**src/rtl/ysyx_23060124_wbu_pkg.sv**
```systemverilog
// Shared definitions for the write-back unit: default widths, FSM state
// encoding, RISC-V load funct3 codes and the OKAY response code.
package ysyx_23060124_wbu_pkg;

  localparam int XLEN_DEF   = 32;
  localparam int RF_AW_DEF  = 4;
  localparam int PERF_W_DEF = 64;

  typedef enum logic [1:0] {
    ST_IDLE      = 2'd0,
    ST_WAIT_LOAD = 2'd1,
    ST_COMMIT    = 2'd2
  } wbu_state_e;

  localparam logic [2:0] F3_LB  = 3'b000;
  localparam logic [2:0] F3_LH  = 3'b001;
  localparam logic [2:0] F3_LW  = 3'b010;
  localparam logic [2:0] F3_LBU = 3'b100;
  localparam logic [2:0] F3_LHU = 3'b101;

  localparam logic [1:0] RESP_OKAY = 2'b00;

endpackage

```
**src/rtl/ysyx_23060124_wbu_if.sv**
```systemverilog
// EXU -> WBU retire handshake plus the LSU read-data return path.
// master: EXU/LSU side (drives instruction and load data).
// slave : WBU side (drives exu_ready).
interface ysyx_23060124_wbu_if #(
  parameter int XLEN  = 32,
  parameter int RF_AW = 4
);
  logic             exu_valid;
  logic             exu_ready;
  logic [RF_AW-1:0] exu_rd;
  logic             exu_wen;
  logic             exu_is_load;
  logic [2:0]       exu_funct3;
  logic [1:0]       exu_addr_lo;
  logic [XLEN-1:0]  exu_result;
  logic             lsu_rvalid;
  logic [XLEN-1:0]  lsu_rdata;
  logic [1:0]       lsu_rresp;

  modport master (
    output exu_valid, exu_rd, exu_wen, exu_is_load, exu_funct3, exu_addr_lo,
           exu_result, lsu_rvalid, lsu_rdata, lsu_rresp,
    input  exu_ready
  );

  modport slave (
    input  exu_valid, exu_rd, exu_wen, exu_is_load, exu_funct3, exu_addr_lo,
           exu_result, lsu_rvalid, lsu_rdata, lsu_rresp,
    output exu_ready
  );
endinterface

```
**src/rtl/ysyx_23060124_load_ext.sv**
```systemverilog
// Combinational load-data extractor: selects the byte/half addressed by
// addr_lo from an aligned word and sign- or zero-extends it per funct3.
// A halfword at offset 3 and any undefined funct3 pass the word through.
module ysyx_23060124_load_ext
  import ysyx_23060124_wbu_pkg::*;
#(
  parameter int XLEN = XLEN_DEF
) (
  input  logic [2:0]      funct3,
  input  logic [1:0]      addr_lo,
  input  logic [XLEN-1:0] rdata,
  output logic [XLEN-1:0] data
);

  logic [7:0]  byte_s;
  logic [15:0] half_s;

  // Pick the addressed byte and halfword out of the raw word.
  always_comb begin
    byte_s = rdata[7:0];
    half_s = rdata[15:0];
    case (addr_lo)
      2'd0: begin byte_s = rdata[7:0];   half_s = rdata[15:0];  end
      2'd1: begin byte_s = rdata[15:8];  half_s = rdata[23:8];  end
      2'd2: begin byte_s = rdata[23:16]; half_s = rdata[31:16]; end
      2'd3: begin byte_s = rdata[31:24]; half_s = rdata[15:0];  end
      default: begin byte_s = rdata[7:0]; half_s = rdata[15:0]; end
    endcase
  end

  // Extend the selected field according to the load type.
  always_comb begin
    data = rdata;
    case (funct3)
      F3_LB:  data = {{(XLEN-8){byte_s[7]}}, byte_s};
      F3_LBU: data = {{(XLEN-8){1'b0}}, byte_s};
      F3_LH: begin
        if (addr_lo == 2'd3) data = rdata;
        else                 data = {{(XLEN-16){half_s[15]}}, half_s};
      end
      F3_LHU: begin
        if (addr_lo == 2'd3) data = rdata;
        else                 data = {{(XLEN-16){1'b0}}, half_s};
      end
      F3_LW:   data = rdata;
      default: data = rdata;
    endcase
  end

endmodule

```
**src/rtl/ysyx_23060124_wbu.sv**
```systemverilog
// Write-back stage: accepts one retiring instruction per EXU handshake,
// waits for load data when needed, and pulses the register-file write port
// for one cycle in COMMIT. Also publishes the in-flight destination for the
// decode-stage hazard check.
// Optional feature: define YSYX_23060124_WBU_PERF_CNT_EN to add the
// perf_retired / perf_load_stall counters.
module ysyx_23060124_wbu
  import ysyx_23060124_wbu_pkg::*;
#(
  parameter int XLEN   = XLEN_DEF,
  parameter int RF_AW  = RF_AW_DEF
`ifdef YSYX_23060124_WBU_PERF_CNT_EN
  , parameter int PERF_W = PERF_W_DEF
`endif
) (
  input  logic                  clock,
  input  logic                  reset,
  ysyx_23060124_wbu_if.slave    bus,
  output logic                  rf_wen,
  output logic [RF_AW-1:0]      rf_waddr,
  output logic [XLEN-1:0]       rf_wdata,
  output logic [RF_AW-1:0]      wbu_rd,
  output logic [XLEN-1:0]       wbu_wdata,
  output logic                  retire,
  output logic                  load_fault
`ifdef YSYX_23060124_WBU_PERF_CNT_EN
  , output logic [PERF_W-1:0]   perf_retired
  , output logic [PERF_W-1:0]   perf_load_stall
`endif
);

  wbu_state_e       state_r, state_nxt;
  logic [RF_AW-1:0] rd_r;
  logic             wen_r;
  logic [2:0]       funct3_r;
  logic [1:0]       addr_lo_r;
  logic [XLEN-1:0]  data_r;
  logic             load_fault_r;

  logic             ready_s;
  logic             accept_s;
  logic             commit_s;
  logic             rd_live_s;
  logic             load_done_s;
  logic [XLEN-1:0]  ext_data_s;

  ysyx_23060124_load_ext #(.XLEN(XLEN)) u_load_ext (
    .funct3  (funct3_r),
    .addr_lo (addr_lo_r),
    .rdata   (bus.lsu_rdata),
    .data    (ext_data_s)
  );

  assign bus.exu_ready = ready_s;

  // State register; an async reset abandons any in-flight instruction.
  always_ff @(posedge clock or negedge reset) begin
    if (!reset) state_r <= ST_IDLE;
    else        state_r <= state_nxt;
  end

  // Next-state selection and the outputs derived from the latched instruction.
  always_comb begin
    state_nxt   = state_r;
    ready_s     = (state_r == ST_IDLE) || (state_r == ST_COMMIT);
    accept_s    = bus.exu_valid && ready_s;
    load_done_s = (state_r == ST_WAIT_LOAD) && bus.lsu_rvalid;
    commit_s    = (state_r == ST_COMMIT);
    rd_live_s   = (state_r != ST_IDLE) && wen_r && (rd_r != '0);

    case (state_r)
      ST_IDLE: begin
        if (accept_s) state_nxt = bus.exu_is_load ? ST_WAIT_LOAD : ST_COMMIT;
        else          state_nxt = ST_IDLE;
      end
      ST_WAIT_LOAD: begin
        if (bus.lsu_rvalid) state_nxt = ST_COMMIT;
        else                state_nxt = ST_WAIT_LOAD;
      end
      ST_COMMIT: begin
        if (accept_s) state_nxt = bus.exu_is_load ? ST_WAIT_LOAD : ST_COMMIT;
        else          state_nxt = ST_IDLE;
      end
      default: state_nxt = ST_IDLE;
    endcase

    rf_wen     = commit_s && wen_r && (rd_r != '0);
    rf_waddr   = commit_s ? rd_r : '0;
    rf_wdata   = commit_s ? data_r : '0;
    retire     = commit_s;
    wbu_rd     = rd_live_s ? rd_r : '0;
    wbu_wdata  = rd_live_s ? data_r : '0;
    load_fault = load_fault_r;
  end

  // Instruction latch: capture on accept, fill in load data on return.
  // A faulting load keeps its slot but loses its write enable.
  always_ff @(posedge clock or negedge reset) begin
    if (!reset) begin
      rd_r      <= '0;
      wen_r     <= 1'b0;
      funct3_r  <= 3'b000;
      addr_lo_r <= 2'b00;
      data_r    <= '0;
    end else if (accept_s) begin
      rd_r      <= bus.exu_rd;
      wen_r     <= bus.exu_wen;
      funct3_r  <= bus.exu_funct3;
      addr_lo_r <= bus.exu_addr_lo;
      data_r    <= bus.exu_is_load ? '0 : bus.exu_result;
    end else if (load_done_s) begin
      if (bus.lsu_rresp != RESP_OKAY) wen_r  <= 1'b0;
      else                            data_r <= ext_data_s;
    end else begin
      data_r <= data_r;
    end
  end

  // Sticky load-error flag, cleared only by reset.
  always_ff @(posedge clock or negedge reset) begin
    if (!reset)                                        load_fault_r <= 1'b0;
    else if (load_done_s && (bus.lsu_rresp != RESP_OKAY)) load_fault_r <= 1'b1;
    else                                               load_fault_r <= load_fault_r;
  end

`ifdef YSYX_23060124_WBU_PERF_CNT_EN
  // Retire and load-stall counters, wrapping at their natural width.
  always_ff @(posedge clock or negedge reset) begin
    if (!reset) begin
      perf_retired    <= '0;
      perf_load_stall <= '0;
    end else begin
      if (commit_s) perf_retired <= perf_retired + {{(PERF_W-1){1'b0}}, 1'b1};
      if (state_r == ST_WAIT_LOAD)
        perf_load_stall <= perf_load_stall + {{(PERF_W-1){1'b0}}, 1'b1};
    end
  end
`endif

endmodule

```
**src/flat_wrapper.sv**
```systemverilog
// flat-port wrapper written by rule: the top's interface ports become plain ports
module ysyx_23060124_wbu_flat import ysyx_23060124_wbu_pkg::*;
#(
  parameter int XLEN   = XLEN_DEF,
  parameter int RF_AW  = RF_AW_DEF

)
  (clock, reset, rf_wen, rf_waddr, rf_wdata, wbu_rd, wbu_wdata, retire, load_fault, bus_exu_valid, bus_exu_rd, bus_exu_wen, bus_exu_is_load, bus_exu_funct3, bus_exu_addr_lo, bus_exu_result, bus_lsu_rvalid, bus_lsu_rdata, bus_lsu_rresp, bus_exu_ready);
  ysyx_23060124_wbu_if #(.XLEN(XLEN), .RF_AW(RF_AW)) bus_i ();
  input  logic clock;
  input  logic reset;
  output logic rf_wen;
  output logic [RF_AW-1:0] rf_waddr;
  output logic [XLEN-1:0] rf_wdata;
  output logic [RF_AW-1:0] wbu_rd;
  output logic [XLEN-1:0] wbu_wdata;
  output logic retire;
  output logic load_fault;
  input wire logic [$bits(bus_i.exu_valid)-1:0] bus_exu_valid;
  input wire logic [$bits(bus_i.exu_rd)-1:0] bus_exu_rd;
  input wire logic [$bits(bus_i.exu_wen)-1:0] bus_exu_wen;
  input wire logic [$bits(bus_i.exu_is_load)-1:0] bus_exu_is_load;
  input wire logic [$bits(bus_i.exu_funct3)-1:0] bus_exu_funct3;
  input wire logic [$bits(bus_i.exu_addr_lo)-1:0] bus_exu_addr_lo;
  input wire logic [$bits(bus_i.exu_result)-1:0] bus_exu_result;
  input wire logic [$bits(bus_i.lsu_rvalid)-1:0] bus_lsu_rvalid;
  input wire logic [$bits(bus_i.lsu_rdata)-1:0] bus_lsu_rdata;
  input wire logic [$bits(bus_i.lsu_rresp)-1:0] bus_lsu_rresp;
  output wire logic [$bits(bus_i.exu_ready)-1:0] bus_exu_ready;
  assign bus_i.exu_valid = bus_exu_valid;
  assign bus_i.exu_rd = bus_exu_rd;
  assign bus_i.exu_wen = bus_exu_wen;
  assign bus_i.exu_is_load = bus_exu_is_load;
  assign bus_i.exu_funct3 = bus_exu_funct3;
  assign bus_i.exu_addr_lo = bus_exu_addr_lo;
  assign bus_i.exu_result = bus_exu_result;
  assign bus_i.lsu_rvalid = bus_lsu_rvalid;
  assign bus_i.lsu_rdata = bus_lsu_rdata;
  assign bus_i.lsu_rresp = bus_lsu_rresp;
  assign bus_exu_ready = bus_i.exu_ready;
  ysyx_23060124_wbu #(.XLEN(XLEN), .RF_AW(RF_AW)) u_core (.clock(clock), .reset(reset), .bus(bus_i), .rf_wen(rf_wen), .rf_waddr(rf_waddr), .rf_wdata(rf_wdata), .wbu_rd(wbu_rd), .wbu_wdata(wbu_wdata), .retire(retire), .load_fault(load_fault));
endmodule
```
**config.mk**
```make
export PLATFORM = sky130hd
export DESIGN_NAME = ysyx_23060124_wbu_flat
export DESIGN_NICKNAME = d
export VERILOG_FILES = /design/src/rtl/ysyx_23060124_wbu_pkg.sv /design/src/rtl/ysyx_23060124_wbu_if.sv /design/src/rtl/ysyx_23060124_load_ext.sv /design/src/rtl/ysyx_23060124_wbu.sv /design/src/flat_wrapper.sv
export SDC_FILE = /design/constraint.sdc
export NUM_CORES = 1
export LEC_CHECK = 0
export ABC_AREA = 0
export CORE_MARGIN = 3
export CORE_UTILIZATION = 38
export DETAILED_ROUTE_END_ITERATION = 7
export PLACE_DENSITY = 0.83
export SYNTH_ARGS = -nofsm -noshare
export SYNTH_HDL_FRONTEND = slang
export SYNTH_SLANG_ARGS = --single-unit
```
**constraint.sdc**
```tcl
create_clock -name clock -period 1.85 [get_ports clock]
set_input_delay 0.2775 -clock clock [delete_from_list [all_inputs] [get_ports clock]]
set_output_delay 0.2775 -clock clock [all_outputs]
set_load 0.01 [all_outputs]
```
==> reports/summary.txt <==
CTS hold repair buffers: 0
CP delay by family, top: buffers and inverters
Max Freq: 494 MHz
Layout area overhead: 76.5%
FFs w/ async S/R, synth: 100%
RSZ-0062 raised after global routing: yes
Sw frac: 40.0%
DP Wirelength: 10000 um
Data arrival, critical path: 1.75 ns
IO buf count: 156
Crit-path slowest cell: dfrtp_1
Pre-CTS setup slack: -0.746 ns
Cell Rows: 33
Most frequent cells in the layout: 81 x clkdlybuf4s50_1, 55 x buf_4, 49 x buf_2, 46 x and2_1, 46 x nand2_1
#FFs+latches synth: 45
Final Hold Viols: 8
Util after Layout: 70.5%
Routed Antenna Nets: 0
CTS clock-pin slew for the worst setup and hold paths: 0.09 ns
Crit-path cells: o41ai_2 -> buf_4 -> buf_12 -> nor2_4 -> and2_1 -> buf_2
Clock Skew: 0.00742 ns
Register area share after synthesis: 33.5%
P_sw: 1850 uW
Clock Path Buffers: 2
Main area contributors after synthesis: dfrtp_1 33%, and2_1 13%, nand2_1 5.5%
Die ar.: 10000 um^2
Failing checks: hold timing, setup timing
GRT Total Usage: 28.7%
Worst IR Drop VDD: 426 uV
Worst-Margin Slew: 0.653 ns
Outcome: complete, but fails checks
Most common cell after layout, fill and taps aside: clkdlybuf4s50_1
Max_cap viols: 0
Setup crit end kind: output pin
Routed vias: 4324
Hold Slack: -0.0172 ns
Boundary Pins: 157
Vias in the first global route: 4220
Post-Synthesis Cells: 417
Fill cells: 652
Post-synth EDFFs: 0
Period utilization: 109%
CTS root buffer: clkbuf_8
First DRT Iteration DRCs: 310
First-pass GRT wire length: 22600 um
Comb power frac: 56.2%
Final worst slack: -0.173 ns
Final nets: 718
Die X: 100 um
CP Launch Type: flip-flop
Crit Path Category: flip-flop to output pin
H-tree depth: 2
YS warnings: 0
Min Tclk post-route: 2.02 ns
Top_reg_cell synth: dfrtp_1
Hold Path Class: input port to async pin
PD cells: 778 nW/um^2
Final RePlAce weighted congestion: 0.898
Int Power: 2770 uW
Avg Cell Area, Syn: 8.07 um^2
Endpoints failing setup: 58
LEAKAGE: 0.00267 uW
Routed wire length: 15300 um
Number of buffers created by CTS: 5
Clock power share: 13.5%
CP Max Fanout: 5
Required @ worst endpoint: 1.57 ns
Largest net degree at the start of global routing: 28
Vias per cell: 5.85
Post-synthesis net count: 502
Initial Util: 39.9%
Later-pin clock latency in the skew report: 0.30 ns
N_diodes: 0
Chip height: 100 um
# clock sinks: 45
Yosys top cell by area: dfrtp_1
Post-DR wirelength/cell: 20.8 um
WP buf/inv: 3
Core ar.: 8420 um^2
Synth Cell Area: 3360 um^2
Max_slew headroom: 56.5%
Layout cells sized above 1: 38.3%
Synth cell types: 43
Drc violations: 0
Initial DRT Pass Iterations: 5
Total chip power: 4620 uW
Critical Path Max Stage Delay: 0.41 ns
Final Max Slew Viols: 0
Initial antenna violation count: 0
CTS tree: built
Top-area cell type share of the netlist area: 33.5%
Total gr overflow: 0
Seq pwr share: 30.3%
==> cells by family (layout without fill, tap and decap cells) <==
group | after synthesis | count (layout) | share of synthesized area, %
AND/OR/NAND/NOR | 162 | 168 | 25.7
flip-flops | 45 | 45 | 33.5
buffers and inverters | 58 | 268 | 7.59
adder cells (fa/ha/maj) | 4 | 4 | 1.49
AO/OA/AOI/OAI | 148 | 149 | 31.8
==> worst register-to-register path, stage by stage, from the launching register on <==
cell and delay [ns]:
dfrtp_2 0.47, ha_4 0.20, buf_6 0.11, a22oi_2 0.22
a2111oi_4 0.13, a211o_1 0.30, buf_6 0.14, o21ai_4 0.23
o21ai_1 0.10
==> cell usage after synthesis, drive strengths merged, types with 2 or more instances <==
cell,number
o2111ai,9
o211ai,16
nor2,18
inv,25
o221ai,7
ha,4
a31oi,7
o22a,7
buf,13
a22oi,17
a221o,14
a21oi,26
clkbuf,20
nor2b,4
and2,72
nor3,9
dfrtp,45
o21ai,35
a221oi,2
nand2b,3
nand2,50
==> flip-flops by register name (all words and copies together) (netlist names) <==
register / cells
u_core.data_r: 32
u_core.rd_r: 4
u_core.funct3_r: 3
u_core.addr_lo_r: 2
u_core.state_r: 2
u_core.load_fault: 1
u_core.wen_r: 1
==> area by class of cell <==
type                       count  area (um^2)  area share (%)
timing repair buffer         235         2110            35.6
multi-input combinational    321         2390            40.2
inverter                      25         96.3            1.62
clock buffer                   6         72.6            1.22
tap                          105          131            2.21
clock inverter                 2         10.0           0.169
sequential                    45         1130            19.0
==> layer usage <==
metal  up-vias  wire (um)  track usage, %
met1      2051       5700            36.1
li1       1944          -               -
met5         -          0               0
met2       282       7550            49.4
met4         0        603            10.1
met3        47       1490            5.07
==> metrics by stage <==
step           cell area [um^2]  TNS [ns]  cells
6_report                   5940     -7.15    739
5_1_grt                    5940    -10.16    739
4_1_cts                    5660     -6.73    733
3_5_place_dp               5370    -34.66    701
3_3_place_gp               5370    -29.15    701
2_1_floorplan              3370         0    417
==> power groups by stage <==
stage	Combinational [uW]	Clock, uW	Sequential (uW)
6_report	2600	623	1400
5_1_grt	2760	672	1420
4_1_cts	2340	624	1370
3_5_place_dp	2100	0	1380
3_3_place_gp	2040	0	1360
2_1_floorplan	1090	0	1310
==> path summary, 6_finish.rpt <==
kind	slack, ns	cells past startpoint	from	to
max	-0.17	6	u_core.rd_r[2]	wbu_rd[2]
min	-0.02	1	reset	u_core.data_r[21]
max reg2reg	-0.16	8	u_core.addr_lo_r[0]	u_core.data_r[25]
min reg2reg	0.50	1	u_core.load_fault	u_core.load_fault
max in group asynchronous	1.16	2	reset	u_core.data_r[28]
min in group clock	0.50	3	bus_exu_rd[3]	u_core.rd_r[3]
==> repair_timing <==
item / in CTS / in global routing
resized for setup: 354 / 84
pin swaps: 65 / 18
gates cloned: 7 / 3
endpoints found under the setup margin: 98 / 103
setup buffers: 19 / 10
hold endpoints to repair: 0 / 0
No activity file was read; power rests on OpenSTA's default activity.
